## config.mk

```make
export PLATFORM = sky130hd
export DESIGN_NAME = spi_flash_boot_loader
export DESIGN_NICKNAME = d
export VERILOG_FILES = /design/src/rtl/spi_flash_boot_loader_pkg.sv /design/src/rtl/spi_shift_engine.sv /design/src/rtl/spi_flash_boot_loader.sv
export SDC_FILE = /design/constraint.sdc
export NUM_CORES = 1
export LEC_CHECK = 0
export ABC_AREA = 1
export CORE_MARGIN = 1
export CORE_UTILIZATION = 49
export CTS_CLUSTER_SIZE = 30
export DETAILED_ROUTE_END_ITERATION = 10
export PLACE_DENSITY = 0.76
export SLEW_MARGIN = 10
export SYNTH_ARGS = -nofsm -noshare
export SYNTH_HDL_FRONTEND = slang
export SYNTH_SLANG_ARGS = --single-unit
export TNS_END_PERCENT = 5
```

## constraint.sdc

```tcl
create_clock -name clk -period 1.95 [get_ports clk]
set_clock_uncertainty 0.05 [all_clocks]
set_input_delay 0.195 -clock clk [delete_from_list [all_inputs] [get_ports clk]]
set_output_delay 0.195 -clock clk [all_outputs]
set_load 0.02 [all_outputs]
```

## src/rtl/spi_flash_boot_loader_pkg.sv

```systemverilog
// boot_loader_pkg: state encoding and constants shared by the SPI flash boot loader.
package boot_loader_pkg;
  typedef enum logic [2:0] {IDLE, CMD, READ, WB_WR, DONE, ERROR} boot_state_t;
  localparam logic [7:0] SPI_READ_CMD = 8'h03;
  localparam logic [7:0] WB_TIMEOUT_CYCLES = 8'd255;
  // Flash delivers the image byte-serially, so the first byte received lands in the low lane.
  function automatic logic [31:0] bswap32(input logic [31:0] w);
    return {w[7:0], w[15:8], w[23:16], w[31:24]};
  endfunction
endpackage

```

## src/rtl/spi_shift_engine.sv

```systemverilog
// spi_shift_engine: mode-0 SPI shifter, 32 bits per start, SCK half-period of CLK_DIV clk cycles.
module spi_shift_engine #(
  parameter int CLK_DIV = 4
) (
  input  logic        clk,
  input  logic        reset_n,
  input  logic        start,
  input  logic [31:0] tx_word,
  output logic [31:0] rx_word,
  output logic        busy,
  output logic        done,
  output logic        sck_o,
  output logic        mosi_o,
  input  logic        miso_i
);
  localparam int DW = CLK_DIV > 1 ? $clog2(CLK_DIV) : 1;
  logic [DW-1:0] div;
  logic [30:0] tx;
  logic [4:0] bits;
  logic tick;
  assign tick = div == DW'(CLK_DIV - 1);
  always_ff @(posedge clk)
    if (!reset_n) begin
      div <= '0;
      tx <= '0;
      bits <= '0;
      rx_word <= '0;
      busy <= 1'b0;
      done <= 1'b0;
      sck_o <= 1'b0;
      mosi_o <= 1'b0;
    end else begin
      done <= 1'b0;
      if (start && !busy) begin
        busy <= 1'b1;
        tx <= tx_word[30:0];
        mosi_o <= tx_word[31];
        sck_o <= 1'b0;
        div <= '0;
        bits <= '0;
      end else if (busy) begin
        div <= tick ? '0 : div + 1'b1;
        if (tick) begin
          sck_o <= !sck_o;
          if (!sck_o) rx_word <= {rx_word[30:0], miso_i};
          else begin
            // MOSI advances only on the falling edge so it is stable across the next rise.
            bits <= bits + 1'b1;
            tx <= {tx[29:0], 1'b0};
            mosi_o <= bits == 5'd31 ? 1'b0 : tx[30];
            busy <= bits != 5'd31;
            done <= bits == 5'd31;
          end
        end
      end
    end
endmodule

```

## src/rtl/spi_flash_boot_loader.sv

```systemverilog
// spi_flash_boot_loader: copies BOOT_WORDS words from SPI flash into IMEM over Wishbone, then releases the core.
// Optional WB_WR watchdog enabled by defining BOOT_WB_TIMEOUT_EN.
module spi_flash_boot_loader
  import boot_loader_pkg::*;
#(
  parameter int          CLK_DIV    = 4,
  parameter int          BOOT_WORDS = 128,
  parameter logic [23:0] FLASH_BASE = 24'h000000,
  parameter logic [31:0] IMEM_BASE  = 32'h0000_0000
) (
  input  logic        clk,
  input  logic        reset_n,
  output logic        sck_o,
  output logic        ss_o,
  output logic        mosi_o,
  input  logic        miso_i,
  output logic [31:0] wb_adr_o,
  output logic [31:0] wb_dat_o,
  output logic [3:0]  wb_sel_o,
  output logic        wb_we_o,
  output logic        wb_cyc_o,
  output logic        wb_stb_o,
  input  logic        wb_ack_i,
  input  logic        wb_err_i,
  output logic        core_reset_n,
  output logic        boot_done,
  output logic        boot_err
);
  localparam int CW = BOOT_WORDS > 1 ? $clog2(BOOT_WORDS) : 1;
  boot_state_t state;
  logic [CW-1:0] count;
  logic start, busy, done, timeout;
  logic [31:0] tx_word, rx_word;
`ifdef BOOT_WB_TIMEOUT_EN
  logic [7:0] wd;
  assign timeout = wd == WB_TIMEOUT_CYCLES - 8'd1;
`else
  assign timeout = 1'b0;
`endif
  // The command is loaded on the IDLE->CMD edge; each READ word starts once the engine is free.
  assign start = state == IDLE || (state == READ && !busy && !done);
  assign tx_word = state == IDLE ? {SPI_READ_CMD, FLASH_BASE} : '0;
  spi_shift_engine #(.CLK_DIV(CLK_DIV)) u_spi (
    .clk(clk),
    .reset_n(reset_n),
    .start(start),
    .tx_word(tx_word),
    .rx_word(rx_word),
    .busy(busy),
    .done(done),
    .sck_o(sck_o),
    .mosi_o(mosi_o),
    .miso_i(miso_i)
  );
  always_ff @(posedge clk)
    if (!reset_n) begin
      state <= IDLE;
      count <= '0;
      ss_o <= 1'b1;
      wb_adr_o <= '0;
      wb_dat_o <= '0;
      wb_sel_o <= '0;
      wb_we_o <= 1'b0;
      wb_cyc_o <= 1'b0;
      wb_stb_o <= 1'b0;
      core_reset_n <= 1'b0;
      boot_done <= 1'b0;
      boot_err <= 1'b0;
`ifdef BOOT_WB_TIMEOUT_EN
      wd <= '0;
`endif
    end else begin
      case (state)
        IDLE: begin
          state <= CMD;
          ss_o <= 1'b0;
        end
        CMD: if (done) state <= READ;
        READ: if (done) begin
          state <= WB_WR;
          wb_cyc_o <= 1'b1;
          wb_stb_o <= 1'b1;
          wb_we_o <= 1'b1;
          wb_sel_o <= 4'hF;
          wb_adr_o <= IMEM_BASE + (32'(count) << 2);
          wb_dat_o <= bswap32(rx_word);
`ifdef BOOT_WB_TIMEOUT_EN
          wd <= '0;
`endif
        end
        WB_WR: if (wb_ack_i || wb_err_i || timeout) begin
          wb_cyc_o <= 1'b0;
          wb_stb_o <= 1'b0;
          wb_we_o <= 1'b0;
          wb_sel_o <= 4'h0;
          // An error (or a stalled slave) wins over a simultaneous ack.
          if (wb_err_i || timeout) begin
            state <= ERROR;
            ss_o <= 1'b1;
            boot_err <= 1'b1;
          end else if (count == CW'(BOOT_WORDS - 1)) begin
            state <= DONE;
            ss_o <= 1'b1;
            core_reset_n <= 1'b1;
            boot_done <= 1'b1;
          end else begin
            count <= count + 1'b1;
            state <= READ;
          end
        end
`ifdef BOOT_WB_TIMEOUT_EN
        else wd <= wd + 8'd1;
`endif
        default: ;
      endcase
    end
endmodule

```

# After elaboration in Yosys (flattened, before gate mapping)
# Index checks and enable logic that the tools add are counted.
[totals]
rom_bits = 0
input_bits = 5
n_memories = 0
latchBits = 0
elab_cells = 97
register_bits = 131
out_inout_bits = 77
ramBits = 0
[classes]
n_mul = 0
n_reduce_logical = 28
eq_ne = 11
mux = 31
magnitude_cmp = 0
n_addsub = 3
shift = 0
n_div = 0
n_bitwise = 7
[op_table]
columns = ["operator", "count"]
rows = [
  ["$mux W31", 4],
  ["$mux W26", 1],
  ["$reduce_and A4 Y1", 4],
  ["$mux W3", 5],
  ["$reduce_and A3 Y1", 5],
  ["$mux W1", 14],
  ["$pmux W3 S4", 1],
  ["$reduce_bool A2 Y1", 5],
  ["$mux W4", 2],
  ["$pmux W4 S2", 1],
  ["$add A7 B1 Y7 const B", 1],
  ["$eq A7 B7 Y1 const B", 1],
  ["$not A1 Y1", 7],
  ["$eq A3 B2 Y1 const B", 2],
  ["$add A5 B1 Y5 const B", 1],
  ["$eq A5 B5 Y1 const B", 1],
  ["$ne A5 B5 Y1 const B", 1],
  ["$reduce_or A5 Y1", 1],
  ["$ne A2 B1 Y1 const B", 2],
  ["$pmux W1 S2", 2],
  ["$reduce_and A2 Y1", 2],
  ["$reduce_bool A4 Y1", 1],
  ["$eq A3 B1 Y1 const B", 1],
  ["$logic_and A1 B1 Y1", 3],
  ["9 further kinds", 12],
]

# Longest topological paths before layout
# Gate-level depths: netlist (run 1).
[depth]
ltp_word = 7
depth_mapped = 9
depth_no_buf = 9

# By module
# A second synthesis (run 1) with hierarchy kept.
[unflattened]
hier_cells = 768
area_unflattened_um2 = 5482.8
[modules_own_cells]
columns = ["module", "seq_area_each_um2", "n_inst", "area_each_um2", "cells_per_inst"]
rows = [
  ["spi_shift_engine", 1481.4, 1, 3121.7, 455],
  ["spi_flash_boot_loader", 1061.0, 1, 2361.0, 313],
]

# Least setup slack after synthesis (run 1)
# OpenSTA, ideal clock, no wires.
[synth_timing]
kind = "flip-flop to flip-flop"
start = "register count[0]"
end = "register count[3]"
period_less_slack_ns = 1.382
path_buffers = 0
stages_incl_launch_ff = 7
setup_slack_ns = 0.568
setup_time_ns = 0.131
required_time_ns = 1.769
arrival_ns = 1.201
cell_sequence = "dfxtp_1 > ha_1 > nand3_1 > nor2_1 > nor2_8 > nand2_1 > a21oi_2"
[synth_between]
elab_chain_cells = 3
elab_cells_between_ends = 4
cone_classes = "add/sub: 1; eq/ne: 1; bitwise: 1; reduce/logical: 1"
[synth_lines]
columns = ["element", "line", "rtl"]
rows = [
  ["start: declaration", "spi_flash_boot_loader.sv:31", "logic [CW-1:0] count;"],
  ["start signal: assignment", "spi_flash_boot_loader.sv:107", "count <= count + 1'b1;"],
  ["branches (longest 3 deep; another with $add A7 B1 Y7)", "--", ""],
]
# Several ways; the timed one is not identified.
# A chain may end at the register's enable or synchronous reset.

# Final worst setup path (run 1)
[layout_timing]
start = "register u_spi.sck_o"
end = "output sck_o"
[layout_rtl]
columns = ["element", "line", "rtl"]
rows = [
  ["start: declaration", "spi_shift_engine.sv:12", "output logic sck_o,"],
  ["start signal: assignment", "spi_shift_engine.sv:44", "sck_o <= !sck_o;"],
  ["end: declaration", "spi_flash_boot_loader.sv:13", "output logic sck_o,"],
]
# No word-level cell between the ends.

==> summary.txt, run 1 <==
Clock tree
  • CTS tree: yes
  • Post-CTS sizing: 0
  • # clock sinks: 103
  • Setup bufs post-CTS: 0
  • Num CTS Buffers: 9
  • Post-CTS Hold Buffers: 0
  • Clock slew at reported path FFs: 100 ps
  • Clock Latency Late Sink: 360 ps
  • CTS max path bufs: 2
  • CTS Root Cell: clkbuf_8
  • H-tree levels: 3

Layout
  • Leading cell type in the layout, fill and taps excluded: dfxtp_1
  • Share of layout cells above drive strength 1: 7.63%
  • N_diodes: 0
  • Filler cell count in the final layout: 763
  • Layout Nets: 594
  • Commonest non-fill, non-tap cells in the layout: dfxtp_1, nor2_1, nand2_1, o21ai_0, inv_1
  • Layout Cells excl Fill: 695
  • Fin util: 59.2%
  • Finished Cell Area: 4910 um^2
  • Area grow syn2layout: 15.9%

STA
  • Setup violations, final: 0
  • Rel. slew slack: 64.3%
  • Fmax: 570 MHz
  • RSZ-0062 raised after global routing: no
  • Worst Max-Slew Pin Slew: 535 ps
  • Final Max Tran Viols: 0
  • Setup_tns: 0 ps
  • Period utilization: 89.9%
  • Final min period: 1750 ps
  • Setup ws final: 196 ps
  • Final hold vios: 0

Critical path
  • Worst Setup End Kind: output pin
  • Setup CP Type: flop to output pin
  • End of the critical path: sck_o
  • Crit. path cell count: 1
  • Req. time, crit path: 1700 ps
  • Crit-path max FO: 5
  • Reg2reg setup slack: 420 ps
  • RR Endpoint: count[3]
  • Buf+Inv Stages, Crit Path: 1
  • Critical path arrival: 1510 ps
  • Worst path max stage delay: 660 ps
  • Setup crit start kind: flop
  • Crit path from: u_spi.sck_o
  • CP cell instances: clkdlybuf4s50_1
  • Critical-path top delay cell: clkdlybuf4s50_1
  • CP delay by family, top: buffers and inverters
  • Worst R2R Start: count[0]
  • R2R depth: 6

Synthesis
  • Mapped Cells: 550
  • Synthesis-stage register bit count: 103
  • Synth Area per Inst: 7.70 um^2
  • Post-synthesis sequential area ratio: 48.7%
  • Area contributors post-synth: dfxtp_1, nor2_1, o21ai_0, nand2_1, a21oi_1
  • Top-area cell type share of the netlist area: 48.7%
  • Area of the mapped netlist: 4240 um^2
  • Post-synth cell types: 30
  • YS warnings: 0
  • Area leader, netlist: dfxtp_1

Route
  • DR top layer: met4
  • Antenna viol nets, final: 0
  • Metal3 WL: 311 um
  • Routed via count: 3353
  • DRT iter0 DRCs: 115
  • DRC Markers: 0
  • Post-Route M1 WL: 3.54 mm
  • Initial DRT Pass Iterations: 4
  • Routed WL per cell: 10.9 um
  • Final wirelength: 7.54 mm
  • Metal2 WL: 3.59 mm
  • Via density: 4.82

Pwr
  • Leak: 1.99 nW
  • Maximum VDD drop: 0.423 mV
  • Pwr/cell area: 761 nW/um^2

GRT
  • Initial antenna violation count: 0
  • First-pass GRT wire length: 12.8 mm
  • Total congestion overflow: 0
  • Largest net degree at the start of global routing: 79
  • Vias in the first global route: 2948
  • Gr usage total: 18.0%

Floorplan
  • Die X: 95.0 um
  • Die Height: 95.0 um
  • FP Rows: 33
  • # IOs: 82
  • Initial core utilization: 51.0%
  • Total core area: 8300 um^2
  • Total die area: 9020 um^2

Status
  • Status: complete, no violations

Place
  • Setup WS pre-CTS: 446 ps
  • Dpl cell area: 4700 um^2
  • Post-placement cell count: 679
  • Gpl congestion: 0.840
  • IO Port Bufs: 56
  • DP HPWL: 5.06 mm

Hold path
  • Min-Delay Path Depth: 2
  • Worst hold path class: primary input to flop

Run
  • Max Cap Viol: 0
## layer usage
layer  global-route usage (%)  vias to the layer above
met2                     31.0                       84
met3                     4.11                       10
met4                     6.82                        0
met5                        0                        -
li1                         -                     1752
met1                     21.8                     1507
## where the power goes
part	internal, mW	leakage [nW]	switching [mW]
clock	0.649	0.105	0.752
combinational	0.0533	1.06	0.145
sequential	2.12	0.831	0.0165
total	2.82	1.99	0.913
## worst min-delay path by stage
stage,from,endpoint,slack (ps)
after floorplan,miso_i,u_spi.rx_word[0],280
after global placement,wb_dat_o[29],wb_dat_o[29],380
after detailed placement,wb_dat_o[26],wb_dat_o[26],390
after CTS,reset_n,ss_o,170
after global routing,reset_n,ss_o,190
final,reset_n,ss_o,170
## Yosys cell counts
master / number
ha_1: 4
xor2_1: 2
nor2_4: 3
dfxtp_1: 103
xnor2_1: 1
buf_6: 2
a21oi_1: 50
o21ai_0: 61
or2_0: 1
nand3_2: 1
nor2_1: 88
o21ai_1: 13
buf_2: 9
nor2_2: 1
nand2_1: 67
buf_1: 1
nand2_2: 3
o21a_1: 1
nand4_1: 2
inv_1: 57
nand2_4: 1
conb_1: 1
nor3_1: 2
a21oi_2: 10
a31oi_1: 2
nand3_1: 11
clkbuf_1: 16
nor2_8: 1
inv_2: 4
buf_4: 32
## area by class of cell
type                    count  area (um^2)  share of cell area [%]
clock buffers              10          138                    2.80
clock inverters             6         75.1                    1.53
inverters                  61          229                    4.66
multi-input cells         350         1660                    33.9
flip-flops and latches    103         2060                    42.0
well taps                 105          131                    2.68
repair buffers             60          611                    12.4
## registers in the layout (all words and copies together), names as in the netlist
name           cells
u_spi.rx_word     32
ss_o               1
u_spi.done         1
wb_adr_o           7
u_spi.div          2
wb_dat_o          32
count              7
u_spi.busy         1
u_spi.tx           7
u_spi.sck_o        1
u_spi.bits         5
wb_sel_o           1
boot_done          1
state              3
u_spi.mosi_o       1
boot_err           1
## stage by stage
| step | hold slack (ps) | total power [mW] |
|---|---|---|
| after floorplan | 280 | 2.39 |
| after global placement | 382 | 2.38 |
| after detailed placement | 385 | 2.38 |
| after CTS | 166 | 3.77 |
| after global routing | 188 | 3.88 |
| final | 168 | 3.74 |
## kinds of logic (layout without fill, tap and decap cells)
kind of cell | Yosys count | in the layout | synth area share (%)
and+or+nand+nor | 181 | 181 | 18.1
AOI/OAI and AO/OA | 137 | 137 | 17.2
buffers and inverters | 121 | 137 | 14.2
DFF | 103 | 103 | 48.7
adders and majority gates | 4 | 4 | 1.18
xor gates and xnor gates | 3 | 3 | 0.620
other | 1 | 25 | 0.0885
Note: power is estimated with default switching activity, not from simulation.
==> run 2, diff against run 1 <==
- ABC_AREA: 1 -> not set
- PLACE_DENSITY: 0.76 -> 0.77
==> summary.txt, run 2 <==
Synthesis
  • Ys flop type: dfxtp_1
  • Synthesis-stage register bit count: 103 (unchanged)
  • Area contributors post-synth: dfxtp_1, nand2_1, a21oi_1, buf_4, clkbuf_1
  • Post-synth EDFFs: 0 (unchanged)
  • Post-synth ARST share: 0% (unchanged)
  • Area of the mapped netlist: 4000 um^2 (-5.7%)
  • Post-synthesis sequential area ratio: 51.6% (+2.9 points)
  • Synth Area per Inst: 7.93 um^2 (+2.9%)
  • Area leader, netlist: dfxtp_1
  • Top-area cell type share of the netlist area: 51.6% (+2.9 points)
  • YS warnings: 0 (unchanged)
  • Post-synth cell types: 35 (+17%)
  • Mapped Cells: 504 (-8.4%)
  • Most frequent cells after synthesis: nand2_1, dfxtp_1, a21oi_1, buf_4, clkbuf_1
  • Most numerous cell in the Yosys netlist: nand2_1

Critical path
  • Crit-path max FO: 11 (+6)
  • Worst Setup End Kind: flop
  • Critical path arrival: 1970 ps (+460 ps)
  • Setup CP Type: flop to flop
  • Setup crit start kind: flop
  • Req. time, crit path: 2190 ps (+490 ps)

Pwr
  • Logic pwr share: 3.9% (-1.4 points)
  • Flop pwr share: 59.5% (+2.3 points)
  • Pwr/cell area: 759 nW/um^2 (-0.18%)
  • Clock power share: 36.6% (-0.9 points)
  • Net Switching: 0.830 mW (-9.1%)
  • Switching share of power: 23.2% (-1.2 points)
  • Leak: 1.60 nW (-20%)
  • Maximum VDD drop: 0.382 mV (-9.8%)
  • P_int: 2.75 mW (-2.7%)

Clock tree
  • Setup bufs post-CTS: 0 (unchanged)
  • CTS tree: yes
  • H-tree levels: 3 (unchanged)
  • Clock Latency Late Sink: 350 ps (about the same)
  • CTS max path bufs: 2 (unchanged)
  • Clock slew at reported path FFs: 90 ps (about the same)
  • # clock sinks: 103 (unchanged)
  • Num CTS Buffers: 9 (unchanged)
  • CTS Root Cell: clkbuf_8

STA
  • Fmax: 578 MHz (+1.3%)
  • RSZ-0062 raised after global routing: no
  • Final min period: 1730 ps (-22.9 ps)
  • Period utilization: 88.8% (-1.2 points)
  • Final hold vios: 0 (unchanged)
  • Setup violations, final: 0 (unchanged)
  • Worst Max-Slew Pin Slew: 598 ps (+62.3 ps)
  • Rel. slew slack: 60.1% (-4.1 points)
  • Setup ws final: 219 ps (+22.9 ps)
  • Setup_tns: 0 ps (unchanged)
  • Final Max Tran Viols: 0 (unchanged)

GRT
  • First-pass GRT wire length: 12.7 mm (-0.54%)
  • Vias in the first global route: 2929 (-0.64%)
  • Largest net degree at the start of global routing: 50 (-37%)
  • Initial antenna violation count: 0 (unchanged)
  • Gr usage total: 18.6% (+0.53 points)
  • Total congestion overflow: 0 (unchanged)

Layout
  • Area grow syn2layout: 17.8%
  • Largest regs: u_spi.rx_word (32), wb_dat_o (32)
  • Layout Nets: 551 (-7.2%)
  • Share of layout cells above drive strength 1: 6.04% (-1.6 points)
  • N_diodes: 0 (unchanged)
  • Leading cell type in the layout, fill and taps excluded: nand2_1
  • Commonest non-fill, non-tap cells in the layout: nand2_1, dfxtp_1, a21oi_1, clkdlybuf4s50_1, conb_1

Floorplan
  • # IOs: 82 (unchanged)
  • FP Rows: 32 (-3.0%)
  • Total die area: 8520 um^2 (-5.6%)
  • Die Height: 92.3 um (-2.8%)
  • Initial core utilization: 51.2% (+0.14 points)
  • Total core area: 7810 um^2 (-5.9%)
  • Die X: 92.3 um (-2.8%)

Route
  • Initial DRT Pass Iterations: 4 (unchanged)
  • Final wirelength: 7.49 mm (-0.68%)
  • Routed WL per cell: 11.6 um (+6.5%)
  • Antenna viol nets, final: 0 (unchanged)
  • DRC Markers: 0 (unchanged)
  • DRT iter0 DRCs: 164 (+43%)
  • Routed via count: 3265 (-2.6%)
  • Via density: 5.04 (+4.4%)

Status
  • Status: complete, no violations

Place
  • DP HPWL: 4.87 mm (-3.9%)
  • IO Port Bufs: 56 (unchanged)
  • Gpl congestion: 0.778 (-7.4%)
  • Setup WS pre-CTS: 40.3 ps (-406 ps)

Hold path
  • Worst hold path class: primary input to flop

Run
  • Max Cap Viol: 0 (unchanged)
run 2: final timing paths:
path	slack, ps	end	startpoint	cells after the start
worst max-delay path	220	count[3]	state[1]	4
worst min-delay path	330	u_spi.rx_word[0]	miso_i	3
worst max register to register	220	count[3]	state[1]	4
worst min register to register	410	u_spi.tx[30]	u_spi.tx[30]	2
run 2: critical path, cell delays in order, from the launching register on:
cell,delay [ps]
dfxtp_1,480
and2b_1,210
nand3_1,280
or4_1,500
a21oi_1,150
run 2: cell type report:
class | count | area (um^2)
sequential | 103 | 2060
fill | 708 | 3100
timing repair buffer | 67 | 668
tap | 102 | 128
clock inverter | 6 | 68.8
inverter | 6 | 22.5
multi-input combinational | 355 | 1640
clock buffer | 9 | 124
run 2: power groups by stage:
| stage | clock network, mW | registers, mW | logic, mW |
|---|---|---|---|
| floorplan | 0 | 2.17 | 0.144 |
| global placement | 0 | 2.17 | 0.138 |
| detailed placement | 0 | 2.18 | 0.139 |
| CTS | 1.35 | 2.13 | 0.140 |
| global route | 1.43 | 2.13 | 0.154 |
| finish | 1.31 | 2.13 | 0.140 |
run 2: layer usage:
metal	routed length, um	GRT usage (%)	share of wire, %	up-vias
met5	0	0	0	-
met4	111	7.68	1.5	0
met3	377	4.60	5.0	8
met2	3570	31.0	48	91
met1	3440	22.7	46	1504
li1	-	-	-	1662
run 2: logic make-up after synthesis:
family	synth area share (%)
and+or+nand+nor	21.7
AOI/OAI and AO/OA	14.3
DFF	51.6
buffers and inverters	9.96
adders and majority gates	1.25
xor gates and xnor gates	0.658
muxes	0.501
other	0.0938
run 2: what timing repair did:
item	in CTS	in global routing
endpoints found under the setup margin	0	2
resized for setup	0	1
hold buffers	0	0
endpoints found under the hold margin	0	0
run 2: stage by stage:
step,power (mW),area [um^2],util [%],hold WS [ps],std cells
after floorplan,2.32,4090,-,281,528
after global placement,2.31,4510,57.8,387,633
after detailed placement,2.31,4510,57.8,397,633
after CTS,3.62,4710,60.3,310,648
after global routing,3.71,4710,60.3,334,648
final,3.58,4710,60.3,329,648
==> run 3, diff against run 2 <==
- CELL_PAD_IN_SITES_DETAIL_PLACEMENT: not set -> 0
- CELL_PAD_IN_SITES_GLOBAL_PLACEMENT: not set -> 1
- CORE_UTILIZATION: 49 -> 37
- PLACE_DENSITY: 0.77 -> not set
- PLACE_DENSITY_LB_ADDON: not set -> 0.1
==> summary.txt, run 3 (synthesis results as in run 2) <==
Critical path
  • RR Endpoint: count[1]
  • Worst R2R Start: state[1]
  • Setup crit start kind: flop
  • Req. time, crit path: 2180 ps (about the same)
  • Worst Setup End Kind: flop
  • Reg2reg setup slack: 180 ps (-40 ps)
  • Crit-path max FO: 12 (+1)
  • Critical path arrival: 2000 ps (+30 ps)
  • Setup CP Type: flop to flop
  • R2R depth: 4 (unchanged)

Route
  • Final wirelength: 7.96 mm (+6.3%)
  • DRC Markers: 0 (unchanged)
  • DRT iter0 DRCs: 131 (-20%)
  • Routed WL per cell: 11.7 um (+1.1%)
  • Routed via count: 3172 (-2.8%)
  • Antenna viol nets, final: 0 (unchanged)
  • Initial DRT Pass Iterations: 4 (unchanged)
  • Via density: 4.66 (-7.6%)

Place
  • DP HPWL: 5.09 mm (+4.7%)
  • Setup WS pre-CTS: 28.6 ps (-11.7 ps)
  • Dpl cell area: 4550 um^2 (+0.89%)
  • IO Port Bufs: 56 (unchanged)
  • Gpl congestion: 0.754 (-3.1%)

Pwr
  • Pwr/cell area: 758 nW/um^2 (-0.23%)
  • Leak: 1.59 nW (-0.27%)
  • Maximum VDD drop: 0.452 mV (+18%)

Layout
  • Filler cell count in the final layout: 1063 (+50%)
  • Layout Nets: 549 (-0.36%)
  • Finished Cell Area: 4760 um^2 (+1.0%)
  • N_diodes: 0 (unchanged)
  • Leading cell type in the layout, fill and taps excluded: nand2_1
  • Commonest non-fill, non-tap cells in the layout: nand2_1, dfxtp_1, a21oi_1, clkdlybuf4s50_1, conb_1
  • Largest regs: u_spi.rx_word (32), wb_dat_o (32)
  • Sequential cell area: 2060 um^2 (unchanged)
  • Share of layout cells above drive strength 1: 5.50% (-0.54 points)
  • Area of the multi-input gates: 1640 um^2 (unchanged)
  • Area grow syn2layout: 19.0%

STA
  • Rel. slew slack: 57.4% (-2.7 points)
  • RSZ-0062 raised after global routing: no
  • Final min period: 1770 ps (+39.2 ps)
  • Final hold vios: 0 (unchanged)
  • Period utilization: 90.8% (+2.0 points)
  • Final Max Tran Viols: 0 (unchanged)
  • Worst Max-Slew Pin Slew: 639 ps (+41.2 ps)
  • Setup violations, final: 0 (unchanged)
  • Fmax: 565 MHz (-2.2%)
  • Setup_tns: 0 ps (unchanged)
  • Worst hold slack: 350 ps (+20.6 ps)
  • Setup ws final: 180 ps (-39.2 ps)

Floorplan
  • FP Rows: 37 (+16%)
  • Die Height: 106 um (+15%)
  • # IOs: 82 (unchanged)
  • Initial core utilization: 38.4% (-13 points)
  • Total die area: 11200 um^2 (+32%)
  • Total core area: 10400 um^2 (+33%)
  • Die X: 106 um (+15%)

Hold path
  • Min-Delay Path Depth: 3 (unchanged)
  • Worst hold path class: primary input to flop
  • Min-delay src: miso_i
  • Hold Path End: u_spi.rx_word[0]

Clock tree
  • CTS max path bufs: 2 (unchanged)
  • Post-CTS Hold Buffers: 0 (unchanged)
  • # clock sinks: 103 (unchanged)
  • CTS tree: yes
  • Clock Latency Late Sink: 350 ps (about the same)
  • Post-CTS sizing: 0 (unchanged)
  • Num CTS Buffers: 9 (unchanged)
  • H-tree levels: 3 (unchanged)
  • Clock slew at reported path FFs: 90 ps (about the same)
  • CTS Root Cell: clkbuf_8
  • Setup bufs post-CTS: 0 (unchanged)

GRT
  • Initial antenna violation count: 0 (unchanged)
  • Gr usage total: 15.1% (-3.5 points)
  • Largest net degree at the start of global routing: 40 (-20%)
  • Total congestion overflow: 0 (unchanged)
  • First-pass GRT wire length: 13.6 mm (+7.6%)
  • Vias in the first global route: 2960 (+1.1%)

Run
  • Max Cap Viol: 0 (unchanged)

Status
  • Status: complete, no violations
==> run 3: metrics by stage <==
stage                     util, %  std cells  power [mW]
final                        45.7        681        3.60
after detailed placement     43.7        665        2.32
after global routing         45.7        681        3.76
after floorplan                 -        528        2.32
after CTS                    45.6        681        3.67
after global placement       43.7        665        2.32
==> run 3: cell type report <==
| type | count | share of cell area (%) |
|---|---|---|
| Sequential cell | 103 | 43.3 |
| Multi-Input combinational cell | 355 | 34.4 |
| Timing Repair Buffer | 65 | 14.0 |
| Tap cell | 136 | 3.58 |
| Clock buffer | 12 | 3.05 |
| Clock inverter | 4 | 1.16 |
| Inverter | 6 | 0.473 |
==> run 3: layer usage <==
| layer | up-vias | GRT usage, % | wire (um) |
|---|---|---|---|
| li1 | 1659 | - | - |
| met1 | 1450 | 18.8 | 3870 |
| met2 | 58 | 25.2 | 3680 |
| met3 | 5 | 3.74 | 353 |
| met4 | 0 | 5.65 | 51 |
| met5 | - | 0 | 0 |
==> run 3: how the worst max path moves through the flow <==
stage | startpoint | end | slack, ps | depth (start not counted)
floorplan | count[0] | count[2] | 360 | 6
global placement | wb_err_i | count[1] | 80 | 5
detailed placement | wb_err_i | count[1] | 30 | 5
CTS | u_spi.sck_o | sck_o | 150 | 1
global route | state[0] | count[1] | 10 | 4
finish | state[1] | count[1] | 180 | 4
==> run 3: worst max-delay path, cell delays in order, from the launching register on <==
cell and delay, ps:
dfxtp_1 480, and2b_1 210, nand3_1 300, or3b_2 540
a21oi_1 130
==> run 3: power breakdown <==
group / switching (mW) / leakage [nW] / internal, mW / total [mW]
registers: 0.0124 / 0.831 / 2.11 / 2.13
clock network: 0.700 / 0.0968 / 0.635 / 1.34
logic: 0.106 / 0.663 / 0.0362 / 0.142
